[src/rtl/wb_timer.sv]
// -----------------------------------------------------------------------------
// wb_timer
//
// Purpose:
//   8-bit Wishbone-style slave hosting a 16-bit compare timer. The counter is
//   clocked by an 8-bit prescaler. In auto-reload mode it counts
//   0..CMP repeatedly. In one-shot mode it stops at CMP. Each compare hit
//   sets a sticky MATCH flag (write-1-to-clear), and MATCH & IE drives a
//   level interrupt.
//
// Ports:
//   clk        - single clock; all state changes on the rising edge
//   rst        - asynchronous, active-high reset
//   i_wb_cyc   - bus cycle request, held by the master until o_wb_ack
//   i_wb_adr   - register address (0 CTRL, 1 STATUS, 2 PSC, 3 CMP_L,
//                4 CMP_H, 5 CNT_L, 6 CNT_H, 7 reserved)
//   i_wb_we    - write enable, sampled in the ack cycle
//   i_wb_data  - write data
//   o_wb_rdt   - read data, combinational from i_wb_adr
//   o_wb_ack   - single-cycle acknowledge, one cycle after i_wb_cyc
//   irq        - level interrupt, MATCH & IE
// -----------------------------------------------------------------------------
module wb_timer #(
    parameter logic [15:0] CMP_RST = 16'hFFFF
) (
    input  logic       clk,
    input  logic       rst,
    input  logic       i_wb_cyc,
    input  logic [2:0] i_wb_adr,
    input  logic       i_wb_we,
    input  logic [7:0] i_wb_data,
    output logic [7:0] o_wb_rdt,
    output logic       o_wb_ack,
    output logic       irq
);

    localparam logic [2:0] ADR_CTRL   = 3'd0;
    localparam logic [2:0] ADR_STATUS = 3'd1;
    localparam logic [2:0] ADR_PSC    = 3'd2;
    localparam logic [2:0] ADR_CMP_L  = 3'd3;
    localparam logic [2:0] ADR_CMP_H  = 3'd4;
    localparam logic [2:0] ADR_CNT_L  = 3'd5;
    localparam logic [2:0] ADR_CNT_H  = 3'd6;

    logic        ack_q, ack_d;
    logic        en_q, en_d;
    logic        mode_q, mode_d;
    logic        ie_q, ie_d;
    logic        match_q, match_d;
    logic [7:0]  psc_q, psc_d;
    logic [15:0] cmp_q, cmp_d;
    logic [15:0] cnt_q, cnt_d;
    logic [7:0]  psc_cnt_q, psc_cnt_d;
    logic [7:0]  shadow_q, shadow_d;

    logic        tick;
    logic        match_set;
    logic        bus_wr;
    logic        bus_rd;

    assign bus_wr = i_wb_we & ack_q;
    assign bus_rd = ~i_wb_we & ack_q;
    assign tick   = en_q & (psc_cnt_q == psc_q);

    always_comb begin
        ack_d     = i_wb_cyc & ~ack_q;
        en_d      = en_q;
        mode_d    = mode_q;
        ie_d      = ie_q;
        match_d   = match_q;
        psc_d     = psc_q;
        cmp_d     = cmp_q;
        cnt_d     = cnt_q;
        psc_cnt_d = psc_cnt_q;
        shadow_d  = shadow_q;
        match_set = 1'b0;

        // Counting engine
        if (en_q) begin
            psc_cnt_d = tick ? 8'd0 : psc_cnt_q + 8'd1;
        end
        if (tick) begin
            if (cnt_q == cmp_q) begin
                match_set = 1'b1;
                if (mode_q) begin
                    en_d = 1'b0;
                end else begin
                    cnt_d = 16'd0;
                end
            end else begin
                cnt_d = cnt_q + 16'd1;
            end
        end

        // Bus writes are applied after the engine so that they take priority
        // over the engine's effect on the same field.
        if (bus_wr) begin
            case (i_wb_adr)
                ADR_CTRL: begin
                    en_d   = i_wb_data[0];
                    mode_d = i_wb_data[1];
                    ie_d   = i_wb_data[2];
                    if (i_wb_data[3]) begin
                        // LOAD restarts the count and cancels a match from a coincident tick
                        cnt_d     = 16'd0;
                        psc_cnt_d = 8'd0;
                        match_set = 1'b0;
                    end
                end
                ADR_STATUS: begin
                    if (i_wb_data[0]) begin
                        match_d = 1'b0;
                    end
                end
                ADR_PSC:   psc_d        = i_wb_data;
                ADR_CMP_L: cmp_d[7:0]   = i_wb_data;
                ADR_CMP_H: cmp_d[15:8]  = i_wb_data;
                default: ;
            endcase
        end

        // A new match beats a simultaneous write-1-to-clear
        if (match_set) begin
            match_d = 1'b1;
        end

        // Latch the high byte when the low byte is read so a
        // CNT_L-then-CNT_H read sequence gets one consistent 16-bit value.
        if (bus_rd && (i_wb_adr == ADR_CNT_L)) begin
            shadow_d = cnt_q[15:8];
        end
    end

    always_ff @(posedge clk or posedge rst) begin
        if (rst) begin
            ack_q     <= 1'b0;
            en_q      <= 1'b0;
            mode_q    <= 1'b0;
            ie_q      <= 1'b0;
            match_q   <= 1'b0;
            psc_q     <= 8'd0;
            cmp_q     <= CMP_RST;
            cnt_q     <= 16'd0;
            psc_cnt_q <= 8'd0;
            shadow_q  <= 8'd0;
        end else begin
            ack_q     <= ack_d;
            en_q      <= en_d;
            mode_q    <= mode_d;
            ie_q      <= ie_d;
            match_q   <= match_d;
            psc_q     <= psc_d;
            cmp_q     <= cmp_d;
            cnt_q     <= cnt_d;
            psc_cnt_q <= psc_cnt_d;
            shadow_q  <= shadow_d;
        end
    end

    always_comb begin
        o_wb_rdt = 8'd0;
        case (i_wb_adr)
            ADR_CTRL:   o_wb_rdt = {5'd0, ie_q, mode_q, en_q};
            ADR_STATUS: o_wb_rdt = {7'd0, match_q};
            ADR_PSC:    o_wb_rdt = psc_q;
            ADR_CMP_L:  o_wb_rdt = cmp_q[7:0];
            ADR_CMP_H:  o_wb_rdt = cmp_q[15:8];
            ADR_CNT_L:  o_wb_rdt = cnt_q[7:0];
            ADR_CNT_H:  o_wb_rdt = shadow_q;
            default:    o_wb_rdt = 8'd0;
        endcase
    end

    assign o_wb_ack = ack_q;
    assign irq      = match_q & ie_q;

endmodule

[config.mk]
export PLATFORM = sky130hd
export DESIGN_NAME = wb_timer
export DESIGN_NICKNAME = d
export VERILOG_FILES = /design/src/rtl/wb_timer.sv
export SDC_FILE = /design/constraint.sdc
export NUM_CORES = 1
export LEC_CHECK = 0
export CELL_PAD_IN_SITES_DETAIL_PLACEMENT = 0
export CELL_PAD_IN_SITES_GLOBAL_PLACEMENT = 1
export CORE_MARGIN = 2
export CORE_UTILIZATION = 42
export CTS_BUF_LIST = sky130_fd_sc_hd__clkbuf_16
export DETAILED_ROUTE_END_ITERATION = 16
export PLACE_DENSITY = 0.77
export SYNTH_ARGS = -nofsm -noshare
export SYNTH_HDL_FRONTEND = slang
export SYNTH_SLANG_ARGS = --single-unit
[constraint.sdc]
create_clock -name clk -period 2 [get_ports clk]
set_clock_uncertainty 0.2 [all_clocks]
set_input_delay 0.4 -clock clk [delete_from_list [all_inputs] [get_ports clk]]
set_output_delay 0.4 -clock clk [all_outputs]
set_load 0.02 [all_outputs]
==> results of run 1 <==
worst max-delay path by stage:
stage | endpoint | slack, ns | cells after the start
6_report | cnt_q[13] | -0.18 | 8
5_1_grt | cnt_q[6] | -0.24 | 7
4_1_cts | cnt_q[13] | -0.15 | 8
3_5_place_dp | o_wb_rdt[4] | -0.93 | 6
3_3_place_gp | o_wb_rdt[3] | -0.89 | 6
2_1_floorplan | cnt_q[5] | -0.08 | 7
state kept, by name (all words and copies together), names as in the netlist:
| signal | flops |
|---|---|
| cmp_q | 16 |
| cnt_q | 16 |
| en_q | 1 |
| ie_q | 1 |
| match_q | 1 |
| mode_q | 1 |
| o_wb_ack | 1 |
| psc_cnt_q | 8 |
| psc_q | 8 |
| shadow_q | 8 |
cells in the final DEF, fill, tap and decap left out, types with 4 or more instances in the layout:
cell	Yosys	layout
dfstp_2	16	16
buf_4	2	93
o21ai_0	11	6
buf_6	2	22
nand3_1	10	8
o21ai_2	1	5
xor2_2	0	7
clkbuf_16	0	9
and3_1	5	4
a32o_1	10	10
buf_12	0	4
o31ai_4	0	5
and4_1	8	8
xor2_1	26	19
clkdlybuf4s50_1	0	11
a21oi_2	0	9
nor2_1	18	15
dfrtp_1	45	44
a22oi_2	0	4
mux2_2	37	34
mux2_4	0	4
nand2_1	28	28
a21oi_1	13	4
o31ai_1	13	5
nand4_1	7	7
inv_1	4	6
a31oi_1	6	6
per-stage QoR:
| step | power (mW) | util | area, sq um |
|---|---|---|---|
| 2_1_floorplan | 2.39 | - | 3610 |
| 3_3_place_gp | 3.01 | 0.555 | 4560 |
| 3_5_place_dp | 3.04 | 0.555 | 4560 |
| 4_1_cts | 4.76 | 0.648 | 5320 |
| 5_1_grt | 5.08 | 0.668 | 5490 |
| 6_report | 4.88 | 0.668 | 5490 |
where the power goes:
part	total [mW]	leakage (nW)	switching, mW	internal (mW)
combinational	1.64	1.55	0.787	0.857
sequential	1.75	0.746	0.251	1.50
clock	1.48	0.146	0.544	0.937
total	4.88	2.45	1.58	3.30
layout make-up:
cell class	count	share of cell area
Clock buffer	9	0.0410
Clock inverter	7	0.00958
Inverter	4	0.00342
Multi-Input combinational cell	250	0.419
Sequential cell	61	0.282
Tap cell	105	0.0239
Timing Repair Buffer	137	0.221
cells by family after synthesis:
family | count (synthesis)
flip-flops | 61
XOR/XNOR | 28
buffers and inverters | 24
adder cells (fa/ha/maj) | 2
AND/OR/NAND/NOR | 102
multiplexers | 43
AO/OA/AOI/OAI | 75
routing by layer:
layer  wire [um]  vias up
li1            -     1522
met4         327        0
met2        5920      123
met1        5160     1725
met5           0        -
met3         691       25
worst max-delay path, stage by stage, from the launching register on:
cell and delay [ns]:
dfrtp_1 0.42, buf_6 0.14, xor2_2 0.15, nor4_4 0.39, buf_4 0.20, nand3_4 0.08
buf_12 0.17, o31ai_4 0.21, a32o_1 0.15
repair_timing:
action / in CTS / in global routing
pin swaps: 32 / 19
cloned: 3 / 0
setup endpoints to repair: 49 / 43
setup buffers: 15 / 6
gates resized for setup: 123 / 26
==> metrics.txt, run 1 <==
status=finished with violations; violated checks=setup timing; Post-synth EDFFs=0; GP Congestion=0.895; main combinational cell family by area after synthesis=simple AND/OR/NAND/NOR gates; Yosys Warn Count=0; most common cell in the netlist=dfrtp_1; cell count of the worst reg-to-reg path=8; clk slew on worst S/H paths=0.06 ns; GR Util met1=0.377; critical path arrival=2.24 ns; Die Ht=95.9 um; initial antenna violation count=0; DRC=0; met3 Usage GRT=0.0454; Detailed Route Iter0 Violations=206; Critical Path RT=2.07 ns; Tcrit/Tclk final=1.09; Top-Level Pins=25; Inserted Diodes=0; unrepaired setup endpoints after global routing=yes; compound-gate portion of the synthesized area=0.149; vias in the first global route=3460; shortest period the worst path allows=2.18 ns; Final setup viols=33; post-synthesis sequential area ratio=0.436; Slew @ Worst Pin=0.464 ns; cell row count=33; Achievable Freq=0.460 GHz; leak pwr=2.45 nW; grt met2 use=0.456; Crit. End Element=flip-flop; Avg Synthesized Cell Area=10.6 sq um; area of the multi-input gates=2300 sq um; vias=3395; Antenna Nets Post-Route=0; Distinct cells, synth=50; IO Port Bufs=24; Die X-Extent=95.9 um; CTS sink count=61; CP Class=reg2reg; asr flop ratio synth=1.00; Final HPWL DP=8090 um; Slew Limit Fails=0; top cells by count, synth=dfrtp_1 (45), mux2_2 (37), nand2_1 (28); post-synth top area cell=dfrtp_1; Rel. slew slack=0.691; CTS tree=yes; top cells by area, synth=dfrtp_1 (32%), dfstp_2 (12%), mux2_2 (12%); R2R Path End=cnt_q[13]; largest net degree at the start of global routing=62; VDD IR-drop max=653 uV; FF+latch area=1550 sq um; routed len/inst=21.1 um; crit-path max FO=7; Synth Area in Simple Gates=0.164; die area=9200 sq um; Syn-to-layout area delta=54.6%; area share of the largest cell type after synthesis=0.317; Hold-fix buffers, CTS=0; first-pass GRT wire length=18800 um; clk_lat worst skew=0.33 ns; TritonRoute pass-1 iters=4; nets=480; XOR/XNOR Fraction of Synth Area=0.0691; Non-Filler Instances=573; Tot GR Track Use=0.279; syn nets=352; placed cell count=534; Synth Flop Type=dfrtp_1; FF-to-FF Start=psc_q[0]; busiest grt layer=met2; Filler cells=568; fraction of the mapped netlist area in adder cells=0.00705; Max clock buf depth=2; setup ws final=-0.175 ns; Place WS=-0.925 ns; setup TNS=-3.22 ns; worst hold path class=in2async; fraction of layout cells with a size suffix above 1=0.543; htree depth=3; synthesized instance count=335; mux cell area share after synthesis=0.142; R2R Setup Slk=-0.18 ns; WL final=12100 um; Overflow after GRT=0; CP startpoint=psc_q[0]; CORE AREA=8220 sq um; Starting Density=0.432; clk root buf=clkbuf_16; flops & latches, synth=61; CTS Buf Count=9; vias per cell=5.92; total of max-cap violations=0; worst hold slack=0.308 ns; post-synthesis cell area=3550 sq um; Final Hold Violating Endpoints=0; PD cells=889 nW/um^2; critical path launch point type=flip-flop
(Power assumes the default switching activity.)
==> inputs of run 2 (changes only) <==
--- a/config.mk
+++ b/config.mk
@@ -11,6 +11,7 @@
 export CORE_UTILIZATION = 42
 export CTS_BUF_LIST = sky130_fd_sc_hd__clkbuf_16
 export DETAILED_ROUTE_END_ITERATION = 16
+export GPL_ROUTABILITY_DRIVEN = 0
 export PLACE_DENSITY = 0.77
 export SYNTH_ARGS = -nofsm -noshare
 export SYNTH_HDL_FRONTEND = slang
==> results of run 2 <==
No change in the layout: final DEF, timing and power equal those of run 1.
